**config.mk**
```make
export PLATFORM = sky130hd
export DESIGN_NAME = obstacle_spawn_ctrl
export DESIGN_NICKNAME = d
export VERILOG_FILES = /design/src/rtl/obstacle_pkg.sv /design/src/rtl/obstacle_cooldown_timer.sv /design/src/rtl/obstacle_spawn_ctrl.sv
export SDC_FILE = /design/constraint.sdc
export NUM_CORES = 1
export LEC_CHECK = 0
export BUFFER_PORTS_ARGS = -buffer_cell sky130_fd_sc_hd__buf_4
export CAP_MARGIN = 25
export CORE_UTILIZATION = 57
export CTS_CLUSTER_DIAMETER = 200
export CTS_CLUSTER_SIZE = 16
export DETAILED_ROUTE_END_ITERATION = 12
export PLACE_DENSITY_LB_ADDON = 0.08
export SLEW_MARGIN = 10
export SYNTH_ARGS = -nofsm -noshare
export SYNTH_HDL_FRONTEND = slang
export SYNTH_SLANG_ARGS = --single-unit
```
**constraint.sdc**
```tcl
create_clock -name clk -period 3.4 [get_ports clk]
set_input_delay 0.51 -clock clk [delete_from_list [all_inputs] [get_ports clk]]
set_output_delay 0.51 -clock clk [all_outputs]
set_load 0.01 [all_outputs]
```
**src/rtl/obstacle_pkg.sv**
```systemverilog
// rtl/obstacle_pkg.sv - shared types and constants for the obstacle lanes
package obstacle_pkg;

   localparam int COORD_W       = 11;
   localparam int SCREEN_WIDTH  = 640;
   localparam int SCREEN_HEIGHT = 480;

   typedef enum logic [2:0] {
      S_COOL,
      S_REQ,
      S_WAIT,
      S_LATCH,
      S_FALL
   } obst_state_e;

endpackage

```
**src/rtl/obstacle_cooldown_timer.sv**
```systemverilog
// rtl/obstacle_cooldown_timer.sv - frame-pulse counter with clear and terminal-count pulse
module obstacle_cooldown_timer #(
   parameter int FRAMES = 60
) (
   input  logic clk,
   input  logic resetN,
   input  logic tick_i,
   input  logic clear_i,
   output logic tc_o
);

   localparam int CNT_W = (FRAMES < 2) ? 1 : $clog2(FRAMES);

   logic [CNT_W-1:0] count_q;
   logic [CNT_W-1:0] count_d;

   // tc_o fires on the tick that completes the count, so the counter never holds FRAMES
   always_comb begin
      tc_o    = tick_i && (count_q == CNT_W'(FRAMES - 1));
      count_d = count_q;
      if (clear_i || tc_o) begin
         count_d = '0;
      end else if (tick_i) begin
         count_d = count_q + 1'b1;
      end
   end

   always_ff @(posedge clk or negedge resetN) begin
      if (!resetN) begin
         count_q <= '0;
      end else begin
         count_q <= count_d;
      end
   end

endmodule

```
**src/rtl/obstacle_spawn_ctrl.sv**
```systemverilog
// rtl/obstacle_spawn_ctrl.sv - cooldown, random-X spawn request and per-frame fall of one obstacle
module obstacle_spawn_ctrl
   import obstacle_pkg::*;
#(
   parameter int X_MIN           = 32,
   parameter int X_SHIFT         = 1,
   parameter int START_Y         = -32,
   parameter int SCREEN_H        = SCREEN_HEIGHT,
   parameter int SPEED           = 2,
   parameter int COOLDOWN_FRAMES = 60
) (
   input  logic                      clk,
   input  logic                      resetN,
   input  logic                      startOfFrame,
   input  logic                      enable,
   input  logic                      collision,
   input  logic [7:0]                random_x,
   output logic                      spawn_rise,
   output logic signed [COORD_W-1:0] topLeftX,
   output logic signed [COORD_W-1:0] topLeftY,
   output logic                      active
);

   localparam logic signed [COORD_W-1:0] X_RESET = COORD_W'(X_MIN);
   localparam logic signed [COORD_W-1:0] Y_START = COORD_W'(START_Y);
   localparam logic signed [COORD_W-1:0] Y_STEP  = COORD_W'(SPEED);
   localparam logic signed [COORD_W-1:0] Y_LIMIT = COORD_W'(SCREEN_H);

   obst_state_e               state_q;
   logic                      spawn_rise_q;
   logic                      active_q;
   logic signed [COORD_W-1:0] x_q;
   logic signed [COORD_W-1:0] y_q;
   logic signed [COORD_W-1:0] x_spawn_d;
   logic signed [COORD_W-1:0] y_next_d;
   logic                      frame_tick;
   logic                      cool_done;

   assign frame_tick = startOfFrame && enable;
   assign x_spawn_d  = X_RESET + (COORD_W'(random_x) << X_SHIFT);
   assign y_next_d   = y_q + Y_STEP;

   obstacle_cooldown_timer #(
      .FRAMES (COOLDOWN_FRAMES)
   ) u_cooldown (
      .clk     (clk),
      .resetN  (resetN),
      .tick_i  (frame_tick && (state_q == S_COOL)),
      .clear_i (state_q != S_COOL),
      .tc_o    (cool_done)
   );

   always_ff @(posedge clk or negedge resetN) begin
      if (!resetN) begin
         state_q      <= S_COOL;
         spawn_rise_q <= 1'b0;
         active_q     <= 1'b0;
         x_q          <= X_RESET;
         y_q          <= Y_START;
      end else begin
         spawn_rise_q <= 1'b0;
         unique case (state_q)
            S_COOL: begin
               if (cool_done) begin
                  state_q      <= S_REQ;
                  spawn_rise_q <= 1'b1;
               end
            end
            // WAIT gives the generator a settled latch and a low phase before the next request
            S_REQ:   state_q <= S_WAIT;
            S_WAIT:  state_q <= S_LATCH;
            S_LATCH: begin
               x_q      <= x_spawn_d;
               y_q      <= Y_START;
               active_q <= 1'b1;
               state_q  <= S_FALL;
            end
            S_FALL: begin
               if (enable && collision) begin
                  active_q <= 1'b0;
                  state_q  <= S_COOL;
               end else if (frame_tick) begin
                  if (y_next_d >= Y_LIMIT) begin
                     active_q <= 1'b0;
                     state_q  <= S_COOL;
                  end else begin
                     y_q <= y_next_d;
                  end
               end
            end
            default: state_q <= S_COOL;
         endcase
      end
   end

   assign spawn_rise = spawn_rise_q;
   assign active     = active_q;
   assign topLeftX   = x_q;
   assign topLeftY   = y_q;

endmodule

```
* Word-level counts from Yosys, hierarchy flattened *
Index checks and enable logic that the tools add are counted.

storage, ports and cells
  register bits after elaboration = 33
  output and inout port bits = 24

operators by class
  equality and inequality tests = 11
  magnitude comparators = 1
  muxes and demuxes = 17
  add/subtract/negate cells = 3
  reductions and logical operators = 12

operator list
  kind                                                                 number
  2-to-1 mux 11 bit                                                    3
  one-hot mux 11 bit (2 select lines)                                  1
  one-hot mux 3 bit (5 select lines)                                   1
  2-to-1 mux 3 bit                                                     4
  2-to-1 mux 6 bit                                                     2
  adder 11 x 3 -> 11 bit, second input constant                        1
  greater-or-equal comparator 11 x 10 -> 1 bit, second input constant  1
  adder 6 x 9 -> 10 bit, first input constant                          1
  inequality test 2 bit, second input constant                         4
  adder 6 x 1 -> 6 bit, second input constant                          1
  equality test 3 x 2 -> 1 bit, second input constant                  2
  equality test 6 bit, second input constant                           1
  inequality test 3 bit, second input constant                         2
  AND reduction 3 bit                                                  2
  2-to-1 mux 1 bit                                                     5
  logical AND 1 bit                                                    4
  AND reduction 4 bit                                                  1
  nonzero test 2 bit                                                   2
  equality test 3 x 1 -> 1 bit, second input constant                  1
  equality test 3 bit, second input constant                           1
  logical NOT 3 bit                                                    1
  nonzero test 3 bit                                                   1
  one-hot mux 1 bit (2 select lines)                                   1
  logical OR 1 bit                                                     1

* Depth between registers and ports, before layout *
Gate-level depths: netlist of the first run.

  depth after elaboration = 6
  mapped depth = 8

* Hierarchy *
Synthesis of the first run repeated with hierarchy kept, for this count alone.

second synthesis, totals
  cell total of the unflattened synthesis = 159
  area, all modules = 1597.8 µm²

modules (own cells, without submodules)
  module                   area each (µm²)  times used  cells an instance
  obstacle_spawn_ctrl      1302.5           1           130
  obstacle_cooldown_timer  295.3            1           29

* Least setup slack after synthesis of the first run *
Ideal clock, no wire load.

  path kind = register -> register
  start = register y_q[5] (netlist: topLeftY[5])
  end = register y_q[3] (netlist: topLeftY[3])
  data arrival time = 1.863 ns
  setup slack = 1.416 ns
  required time = 3.279 ns
  cell stages (with the launch flop) = 8
  cells stage by stage = dfstp_2 > inv_1 > or3_1 > a211oi_2 > o211ai_2 > and2_4 > buf_6 > a22o_1

on the way
  cells in the longest elaborated chain, start to end = 4

RTL lines
  item                                          RTL line                   text
  start, declared                               obstacle_spawn_ctrl.sv:33  logic signed [COORD_W-1:0] y_q;
  start signal, assigned                        obstacle_spawn_ctrl.sv:87  y_q <= y_next_d;
  adder 11 x 3 -> 11 bit                        obstacle_spawn_ctrl.sv:41  assign y_next_d = y_q + Y_STEP;
  greater-or-equal comparator 11 x 10 -> 1 bit  obstacle_spawn_ctrl.sv:83  if (y_next_d >= Y_LIMIT) begin
  inequality test 2 bit (no line)               --
  AND reduction 4 bit (no line)                 --

No other way between the ends.
A chain may end at the register's enable or synchronous reset.

* Final worst setup path of the first run *
  start = register y_q[1] (netlist: topLeftY[1])
  end = register y_q[3] (netlist: topLeftY[3])

on the way
  cells in the longest elaborated chain, start to end = 5
  elaborated cells on any way between the ends = 8
  classes of those cells = add/sub (1); order compare (1); eq/ne (1); mux (4); reduce/logical (1)

RTL lines
  item                                                                                  RTL line
  adder 11 x 3 -> 11 bit (*)                                                            obstacle_spawn_ctrl.sv:41
  branches (longest 4 deep; another with greater-or-equal comparator 11 x 10 -> 1 bit)  --

Every way passes the cells marked *. The select of a mux whose other input is x is not followed.

==> results of run 1 <==
## metrics by stage
stage | hold WS, ns | area, µm²
finish | 0.08790 | 1874
global route | 0.1097 | 1874
CTS | 0.09580 | 1869
detailed placement | 0.4560 | 1809
global placement | 0.4508 | 1809
floorplan | 0.2144 | 1574
## cell usage after synthesis, drive strengths merged (2+ instances only)
cell type,number
clkbuf,3
and3,2
nor3b,2
mux2,5
nand3,10
buf,5
a41oi,2
nor3,6
dfstp,7
or3b,2
a22o,2
ha,3
o21ai,14
dfrtp,23
nand4,3
a21oi,15
nor2,10
xnor2,4
nand2,20
inv,4
xor2,2
or3,3
nor4,2
## cells by family (layout without fill, tap and decap cells)
kind of cell	after synthesis	count (layout)	synth area share (%)
other	1	3	0.2394
buffers and inverters	12	46	4.153
adder cells (fa/ha/maj)	3	3	2.396
flip-flops	30	30	48.48
multiplexers	6	6	4.233
AO/OA/AOI/OAI	38	38	15.73
AND/OR/NAND/NOR	64	64	21.41
XOR/XNOR	6	6	3.355
## power by group
| group | internal (mW) | switching (mW) | total, mW |
|---|---|---|---|
| clock network | 0.100 | 0.118 | 0.218 |
| logic | 0.0454 | 0.0445 | 0.0899 |
| registers | 0.389 | 0.0336 | 0.422 |
| total | 0.534 | 0.196 | 0.730 |
## critical path, stage by stage (launching register included)
cell      delay, ns
dfrtp_1        0.45
ha_1           0.24
and4_1         0.33
and3_1         0.24
o21ai_1        0.08
o211ai_2       0.40
o21ai_0        0.16
a22o_1         0.25
## registers in the layout (all words and copies together), names as in the netlist
signal / flops
topLeftY: 10
topLeftX: 9
u_cooldown.count_q: 6
state_q: 3
active: 1
spawn_rise: 1
## how the worst min path moves through the flow
| stage | cells past startpoint | slack [ns] | end |
|---|---|---|---|
| 4_1_cts | 1 | 0.1 | u_cooldown.count_q[2] |
| 3_3_place_gp | 1 | 0.45 | u_cooldown.count_q[2] |
| 5_1_grt | 1 | 0.11 | u_cooldown.count_q[0] |
| 2_1_floorplan | 0 | 0.21 | active |
| 3_5_place_dp | 1 | 0.46 | u_cooldown.count_q[2] |
| 6_report | 1 | 0.09 | u_cooldown.count_q[4] |
## cells in the final DEF, fill, tap and decap left out, types with 2 or more instances in the layout
| cell | instances |
|---|---|
| nor4_1 | 2 |
| and3_1 | 2 |
| o21ai_0 | 5 |
| clkbuf_4 | 5 |
| conb_1 | 3 |
| mux2_2 | 5 |
| o21ai_1 | 9 |
| or3_1 | 3 |
| nand3_1 | 10 |
| dfrtp_1 | 23 |
| a21oi_1 | 15 |
| nor2_1 | 10 |
| a41oi_2 | 2 |
| nand2_1 | 20 |
| nand4_1 | 2 |
| or3b_1 | 2 |
| xor2_1 | 2 |
| nor3_1 | 5 |
| xnor2_1 | 4 |
| inv_1 | 4 |
| buf_4 | 33 |
| a22o_1 | 2 |
| dfstp_2 | 7 |
| nor3b_1 | 2 |
| ha_1 | 3 |
## area by class of cell
type                            count  area [µm²]
Inverter                            4       15.01
Clock inverter                      1       5.005
Timing Repair Buffer               34       252.7
Clock buffer                        7       55.05
Multi-Input combinational cell    120       749.5
Fill cell                         198       670.6
Sequential cell                    30       759.5
Tap cell                           30       37.54
## layer usage
layer	share of wire (%)	track usage, %	wire length [µm]
met5	0	0	0
met1	44	27.46	1374
met2	48	41.06	1495
met4	1.7	11.11	53
met3	5.6	6.944	173
==> flow_summary.yaml, run 1 <==
worst_setup_path:
  path_max_fanout: 12
  required_ns: 3.62
  reg2regPathDepth: 7
  r2r_setup_slack_ns: 1.15
  worstSetupEndpointType: "flip-flop"
  regToRegEndpoint: "topLeftY[3]"
  r2r-start: "topLeftY[1]"
  crit_start: "topLeftY[1]"
  crit_end: "topLeftY[3]"
  critPathLaunchType: "flip-flop"
  setup.worst_path.class: "reg -> reg"
  cp.arrival_ns: 2.47
drt:
  drcViolationCount: 0
  firstDrtPassIters: 4
  via_per_inst: 5.770
  vias: 1304
  routed_wirelength_um: 3096
  antenna_left: 0
  drt-initial-drc-count: 23
  post_drt_wl_per_cell_um: 13.70
global_route:
  grt_pass1_wl_um: 4947
  antenna_found_initial: 0
  grt_pass1_vias: 1239
  grt_max_degree: 31
  grt_overflow: 0
  track_usage_pct: 24.03
floorplanning:
  num_io_pins: 37
  die_area_mm2: 0.002962
  coreArea_mm2: 0.002545
  die_w_um: 54.43
  die_y_um: 54.43
  fp-row-count: 18
  start_util_pct: 61.55
clocking:
  cts_resized: 0
  clkTransAtPathRegs_ns: 0.09
  cts_tree: "done"
  postCtsHoldBufs: 0
  max-clock-path-buffers: 2
  cts_buffers: 5
  htreeDepth: 2
  post_cts_buffers: 0
  root_buffer: "clkbuf_4"
  cts_sinks: 30
  insertion_delay_ns: 0.32
outcome:
  status: "complete, no violations"
sta:
  hold_viol: 0
  layout_setup_ws_ns: 1.145
  rsz0062_at_grt: "false"
  fmax_mhz: 443.5
  drv_slew: 0
  finalClockSkew_ns: 0.01048
  setup_viol: 0
  tns_ns: 0
  fin_crit_ns: 2.255
  fin_crit_sh_pct: 66.32
yosys:
  synth-async-reset-ratio_pct: 100.0
  ys_ff_latch: 30
  synthDistinctLibCells: 39
  synthFlopType: "dfrtp_1"
  syn_area_mm2: 0.001567
  yosys_warnings: 0
  synth_edf_count: 0
  syn_inst: 160
  synth_top_area_cell: "dfrtp_1"
  synthTopCellsByArea: "dfrtp_1 (37%), dfstp_2 (12%), a21oi_1 (4.8%), nand2_1 (4.8%), mux2_2 (3.6%)"
  synth_seq_area_share_pct: 48.48
  synth_area_per_cell_um2: 9.791
  synth_top_area_share_pct: 36.74
placement:
  dp_hpwl_um: 2228
  dp.cells: 217
  pre_cts_slack_ns: 1.181
  port_buffers: 33
  gp_congestion: 0.8079
cells_and_area:
  layout-drive-gt1-share_pct: 31.12
  final_cells: 226
  area_growth_pct: 19.65
  fin_nets: 211
  num_antenna_cells: 0
  final_util_pct: 73.65
power:
  cellLeakagePower_nw: 0.8501
  total_power_uw: 730.4
  worst_ir_drop_vdd_mv: 0.2953
  powerDensity_mw_per_mm2: 389.7
job:
  max_cap_violations: 0
hold_path:
  hp-class: "in -> async"
Note: power is estimated with default switching activity, not from simulation.
==> run 2, diff against run 1 <==
--- a/config.mk
+++ b/config.mk
@@ -7,7 +7,7 @@
 export LEC_CHECK = 0
 export BUFFER_PORTS_ARGS = -buffer_cell sky130_fd_sc_hd__buf_4
 export CAP_MARGIN = 25
-export CORE_UTILIZATION = 57
+export CORE_UTILIZATION = 53
 export CTS_CLUSTER_DIAMETER = 200
 export CTS_CLUSTER_SIZE = 16
 export DETAILED_ROUTE_END_ITERATION = 12
==> constraint.sdc (replaced) <==
create_clock -name clk -period 2.31 [get_ports clk]
set_input_delay 0.3465 -clock clk [delete_from_list [all_inputs] [get_ports clk]]
set_output_delay 0.3465 -clock clk [all_outputs]
set_load 0.01 [all_outputs]
==> run 2 against run 1 <==
Flip-flop and latch count did not move. Sequential share of layout area fell by 0.40 points. Sequential power rose by 47%. Global-route usage fell by 1.8 points. Clock power rose by 33%. Worst hold slack improved by 0.087 ns. Core utilization fell by 5.6 points. Clock skew fell by 0.0037 ns. Setup slack got worse by 1.0 ns. Combinational power rose by 50%. Non-clock buffer count rose by 2. Total power rose by 43%. Critical endpoint unchanged. Largest cell class unchanged.
==> flow_summary.yaml, run 2 (synthesis gave the netlist of run 1 again) <==
cells_and_area:
  layout_commonest_cell: "buf_4"
  design_area_mm2: 0.001893
  fin_nets: 213
  final_util_pct: 68.06
  fillers: 232
  area_growth_pct: 20.85
  final_cell_mix: "buf_4 (35), dfrtp_1 (23), nand2_1 (20)"
  num_antenna_cells: 0
  largest_reg_flops: 10
  layout-drive-gt1-share_pct: 30.30
floorplanning:
  coreArea_mm2: 0.002781
  fp-row-count: 19
  die_y_um: 56.37
  num_io_pins: 37
  start_util_pct: 56.32
  die_w_um: 56.37
  die_area_mm2: 0.003177
drt:
  drt-initial-drc-count: 24
  routed_wirelength_um: 3114
  post_drt_wl_per_cell_um: 13.60
  drcViolationCount: 0
  vias: 1318
  firstDrtPassIters: 4
  via_per_inst: 5.755
  antenna_left: 0
worst_setup_path:
  cp_slowest_stage_delay_ns: 0.44
  critPathBufInv: 0
  path_cells: "ha_1 > and4_1 > and3_1 > o21ai_1 > o211ai_4 > o21ai_0 > a22o_1"
  crit_family: "compound AO/OA/AOI/OAI gates"
  required_ns: 2.52
  setup.worst_path.class: "reg -> reg"
  worstSetupEndpointType: "flip-flop"
  cpMaxStageDelayCell: "dfrtp_1"
  critPathLaunchType: "flip-flop"
  cp.arrival_ns: 2.41
  path_max_fanout: 12
clocking:
  post_cts_buffers: 0
  root_buffer: "clkbuf_4"
  cts_sinks: 30
  cts_tree: "done"
  max-clock-path-buffers: 2
  cts_buffers: 5
  htreeDepth: 2
  clkTransAtPathRegs_ns: 0.09
  insertion_delay_ns: 0.32
global_route:
  grt_pass1_vias: 1309
  grt_pass1_wl_um: 5464
  grt_max_degree: 31
  grt_overflow: 0
  track_usage_pct: 22.22
  antenna_found_initial: 0
power:
  share_comb_of_total_power_pct: 12.9
  powerDensity_mw_per_mm2: 552.1
  seqPwrFrac_pct: 59.4
  pwr-share-clk_pct: 27.7
  p_sw_share_pct: 27.17
  power_switching_uw: 284.0
  worst_ir_drop_vdd_mv: 0.4191
  cellLeakagePower_nw: 0.8442
  p_int_uw: 761.2
sta:
  tns_ns: 0
  fin_crit_ns: 2.196
  fin_crit_sh_pct: 95.08
  setup_viol: 0
  hold_viol: 0
  finalClockSkew_ns: 0.006742
  rsz0062_at_grt: "false"
  fmax_mhz: 455.3
  drv_slew: 0
placement:
  detailed_place.area_mm2: 0.001826
  dp_hpwl_um: 2260
  port_buffers: 33
  gp_congestion: 0.8474
hold_path:
  hp-class: "in -> reg"
outcome:
  status: "complete, no violations"
job:
  max_cap_violations: 0
## run 2: cell types whose count changed in the layout (fill, tap and decap cells not counted)
cell,delta
clkbuf_1,+2
o211ai_2,-1
clkbuf_8,-1
clkinv_2,-1
buf_4,+2
dlygate4sd3_1,+1
buf_2,-1
o211ai_4,+1
## run 2: routing by layer
layer,track usage (%),wire [µm]
met4,9.408,53
met3,5.991,182
met2,37.41,1487
met5,0,0
met1,26.83,1391
## run 2: what timing repair did
item                                    CTS  global route
hold buffers                              1             0
resized for setup                         0             1
endpoints found under the hold margin    23             0
endpoints found under the setup margin    0             8
## run 2: power groups by stage
stage | Sequential, mW | Combinational [mW] | Clock (mW)
2_1_floorplan | 0.622 | 0.0840 | 0
3_3_place_gp | 0.628 | 0.129 | 0
3_5_place_dp | 0.631 | 0.135 | 0
4_1_cts | 0.621 | 0.137 | 0.305
5_1_grt | 0.630 | 0.159 | 0.322
6_report | 0.621 | 0.135 | 0.290
## run 2: worst paths after layout
kind	startpoint	to	slack, ns	cells past startpoint
setup / recovery	topLeftY[2]	topLeftY[3]	0.11	7
hold / removal	random_x[4]	topLeftX[5]	0.17	2
setup reg to reg	topLeftY[2]	topLeftY[3]	0.11	7
hold reg to reg	topLeftX[5]	topLeftX[5]	0.48	2
max in group asynchronous	resetN	topLeftY[8]	1.52	2
min in group asynchronous	resetN	u_cooldown.count_q[2]	0.47	2
## run 2: per-stage QoR
stage               power, mW  hold slack, ns  std cells  setup WS, ns
global placement       0.7570          0.2877        220        0.1881
floorplan              0.7060         0.05091        162        0.3264
finish                  1.045          0.1745        229        0.1136
detailed placement     0.7654          0.2951        220       0.05045
global route            1.111          0.1604        229     0.0003775
CTS                     1.063          0.1639        229       0.02946
## run 2: cell type report
cell class / instances / area, µm² / share of cell area (%)
tap: 31 / 38.79 / 2.049
sequential: 30 / 759.5 / 40.12
inverter: 4 / 15.01 / 0.7931
timing repair buffer: 36 / 272.8 / 14.41
multi-input combinational: 120 / 758.2 / 40.05
clock buffer: 8 / 48.80 / 2.578
==> run 3, diff against run 2 <==
--- a/config.mk
+++ b/config.mk
@@ -11,8 +11,9 @@
 export CTS_CLUSTER_DIAMETER = 200
 export CTS_CLUSTER_SIZE = 16
 export DETAILED_ROUTE_END_ITERATION = 12
-export PLACE_DENSITY_LB_ADDON = 0.08
+export PLACE_DENSITY = 0.83
 export SLEW_MARGIN = 10
 export SYNTH_ARGS = -nofsm -noshare
 export SYNTH_HDL_FRONTEND = slang
+export SYNTH_HIERARCHICAL = 1
 export SYNTH_SLANG_ARGS = --single-unit
==> run 3 against run 2 <==
Critical endpoint is now active. Sequential share of layout area decreased by 1.6 points. Cell count increased by 0.87%. Total power increased by 22%. The flow now finishes with violations (DRC). Critical path depth unchanged. Critical path type unchanged. Non-clock buffer count increased by 3.
==> flow_summary.yaml, run 3 <==
sta:
  fin_crit_sh_pct: 92.64
  setup_viol: 0
  hold_viol: 0
  holdWs_ns: 0.1851
  fin_crit_ns: 2.140
  layout_setup_ws_ns: 0.1699
  finalClockSkew_ns: 0.005107
  drv_slew: 0
  fmax_mhz: 467.3
  tns_ns: 0
  rsz0062_at_grt: "false"
outcome:
  status: "finished with violations"
  violations: "DRC"
worst_setup_path:
  critPathLaunchType: "flip-flop"
  r2r-start: "topLeftY[1]"
  required_ns: 2.51
  setup.worst_path.class: "reg -> reg"
  crit_start: "topLeftY[1]"
  crit_end: "active"
  cp.arrival_ns: 2.34
  crit_cells: 7
  path_max_fanout: 7
  path_cells: "ha_1 > nand4_1 > nor3_2 > a2111oi_2 > nand2_1 > o211ai_1 > o2111ai_1"
  crit_family: "compound AO/OA/AOI/OAI gates"
  r2r_setup_slack_ns: 0.17
  reg2regPathDepth: 7
  cpMaxStageDelayCell: "dfrtp_1"
  regToRegEndpoint: "active"
  cp_slowest_stage_delay_ns: 0.45
  critPathBufInv: 0
  worstSetupEndpointType: "flip-flop"
clocking:
  cts_tree: "done"
  cts_buffers: 5
  insertion_delay_ns: 0.34
  root_buffer: "clkbuf_4"
  cts_sinks: 30
  max-clock-path-buffers: 2
  htreeDepth: 2
  clkTransAtPathRegs_ns: 0.10
floorplanning:
  start_util_pct: 56.96
  num_io_pins: 37
  die_w_um: 56.91
  fp-row-count: 19
  die_y_um: 56.91
  coreArea_mm2: 0.002805
  die_area_mm2: 0.003238
yosys:
  ys_ff_latch: 30
  synthTopCellsByArea: "dfrtp_1 (36%), dfstp_2 (12%), nand2_1 (4.2%), o21ai_0 (3.8%), nor2_1 (3.8%)"
  syn_inst: 159
  synth_most_common_cell: "dfrtp_1"
  synthFlopType: "dfrtp_1"
  synth_top_area_share_pct: 36.02
  yosys_warnings: 6
  synth_edf_count: 0
  synth_seq_area_share_pct: 47.53
  syn_area_mm2: 0.001598
  synthDistinctLibCells: 47
  netlist_top_cells_count: "dfrtp_1 (23), nand2_1 (18), nor2_1 (16)"
  synth_top_area_cell: "dfrtp_1"
  synth-async-reset-ratio_pct: 100.0
  synth_area_per_cell_um2: 10.05
drt:
  drcViolationCount: 6
  routed_wirelength_um: 3549
  antenna_left: 0
  post_drt_wl_per_cell_um: 15.36
  via_per_inst: 6.017
  drt-initial-drc-count: 54
  firstDrtPassIters: 8
  vias: 1390
placement:
  gp_congestion: 0.8402
  pre_cts_slack_ns: 0.1785
  dp_hpwl_um: 2420
  port_buffers: 33
cells_and_area:
  area_growth_pct: 23.34
  layout_commonest_cell: "buf_4"
  num_antenna_cells: 0
  layout-drive-gt1-share_pct: 35.00
  fin_nets: 215
  final_cell_mix: "buf_4 (36), dfrtp_1 (23), nand2_1 (18)"
  largest_reg_flops: 10
global_route:
  antenna_found_initial: 0
  grt_pass1_wl_um: 5582
  grt_max_degree: 31
  grt_pass1_vias: 1302
  grt_overflow: 0
  track_usage_pct: 22.73
job:
  max_cap_violations: 0
power:
  worst_ir_drop_vdd_mv: 0.4672
  cellLeakagePower_nw: 0.8813
  powerDensity_mw_per_mm2: 647.5
hold_path:
  hp-class: "in -> reg"
run 3: changes by cell type after synthesis, moves of 3 or more:
cell	previous run	this run
a21oi_1	15	3
nor2_1	10	16
nor3_1	5	2
o21ai_0	5	12
o21ai_1	9	0
o221a_1	0	3
run 3: per-layer routing:
layer / share of wire (%) / vias to the layer above / global-route usage, % / wire length (µm)
met5: 0 / - / 0 / 0
met4: 2.4 / 0 / 10.45 / 86
met3: 7.5 / 13 / 8.295 / 266
met2: 51 / 63 / 38.32 / 1794
met1: 39 / 663 / 25.68 / 1401
li1: - / 651 / - / -
run 3: worst min path at each step:
stage | end | slack [ns] | cells after the start | start
4_1_cts | topLeftX[5] | 0.18 | 2 | random_x[4]
3_5_place_dp | spawn_rise | 0.29 | 1 | resetN
6_report | topLeftX[5] | 0.19 | 2 | random_x[4]
5_1_grt | topLeftX[5] | 0.17 | 2 | random_x[4]
3_3_place_gp | spawn_rise | 0.29 | 1 | resetN
2_1_floorplan | active | 0.05 | 0 | resetN
run 3: cell type report:
type,instances,area [µm²]
tap,31,38.79
timing repair buffer,39,320.3
clock inverter,2,12.51
clock buffer,6,51.30
sequential,30,759.5
inverter,4,15.01
fill,214,834.6
multi-input combinational,119,773.2
run 3: power breakdown:
part | internal, mW | switching, mW
logic | 0.123 | 0.124
registers | 0.602 | 0.0894
clock network | 0.146 | 0.191
run 3: cells by family after synthesis:
family                     share of synthesized area [%]
and+or+nand+nor                                    22.32
adders and majority gates                          2.350
muxes                                              4.777
xor gates and xnor gates                           3.290
buffers and inverters                              4.541
AOI/OAI and AO/OA                                  14.96
other                                             0.2347
DFF                                                47.53
run 3: through the flow:
step	cell area [µm²]	std cells	utilization, %	total power [mW]
4_1_cts	1923	228	68.55	1.281
6_report	1971	231	70.25	1.276
3_5_place_dp	1849	219	65.92	0.9424
2_1_floorplan	1605	161	-	0.8365
5_1_grt	1971	231	70.25	1.345
3_3_place_gp	1849	219	65.92	0.9160
run 3: timing repair:
item / 4_1_cts / 5_1_grt
endpoints found under the setup margin: 0 / 1
resized for setup: 0 / 0
buffers inserted: 0 / 3
hold buffers: 1 / 0
endpoints found under the hold margin: 23 / 0
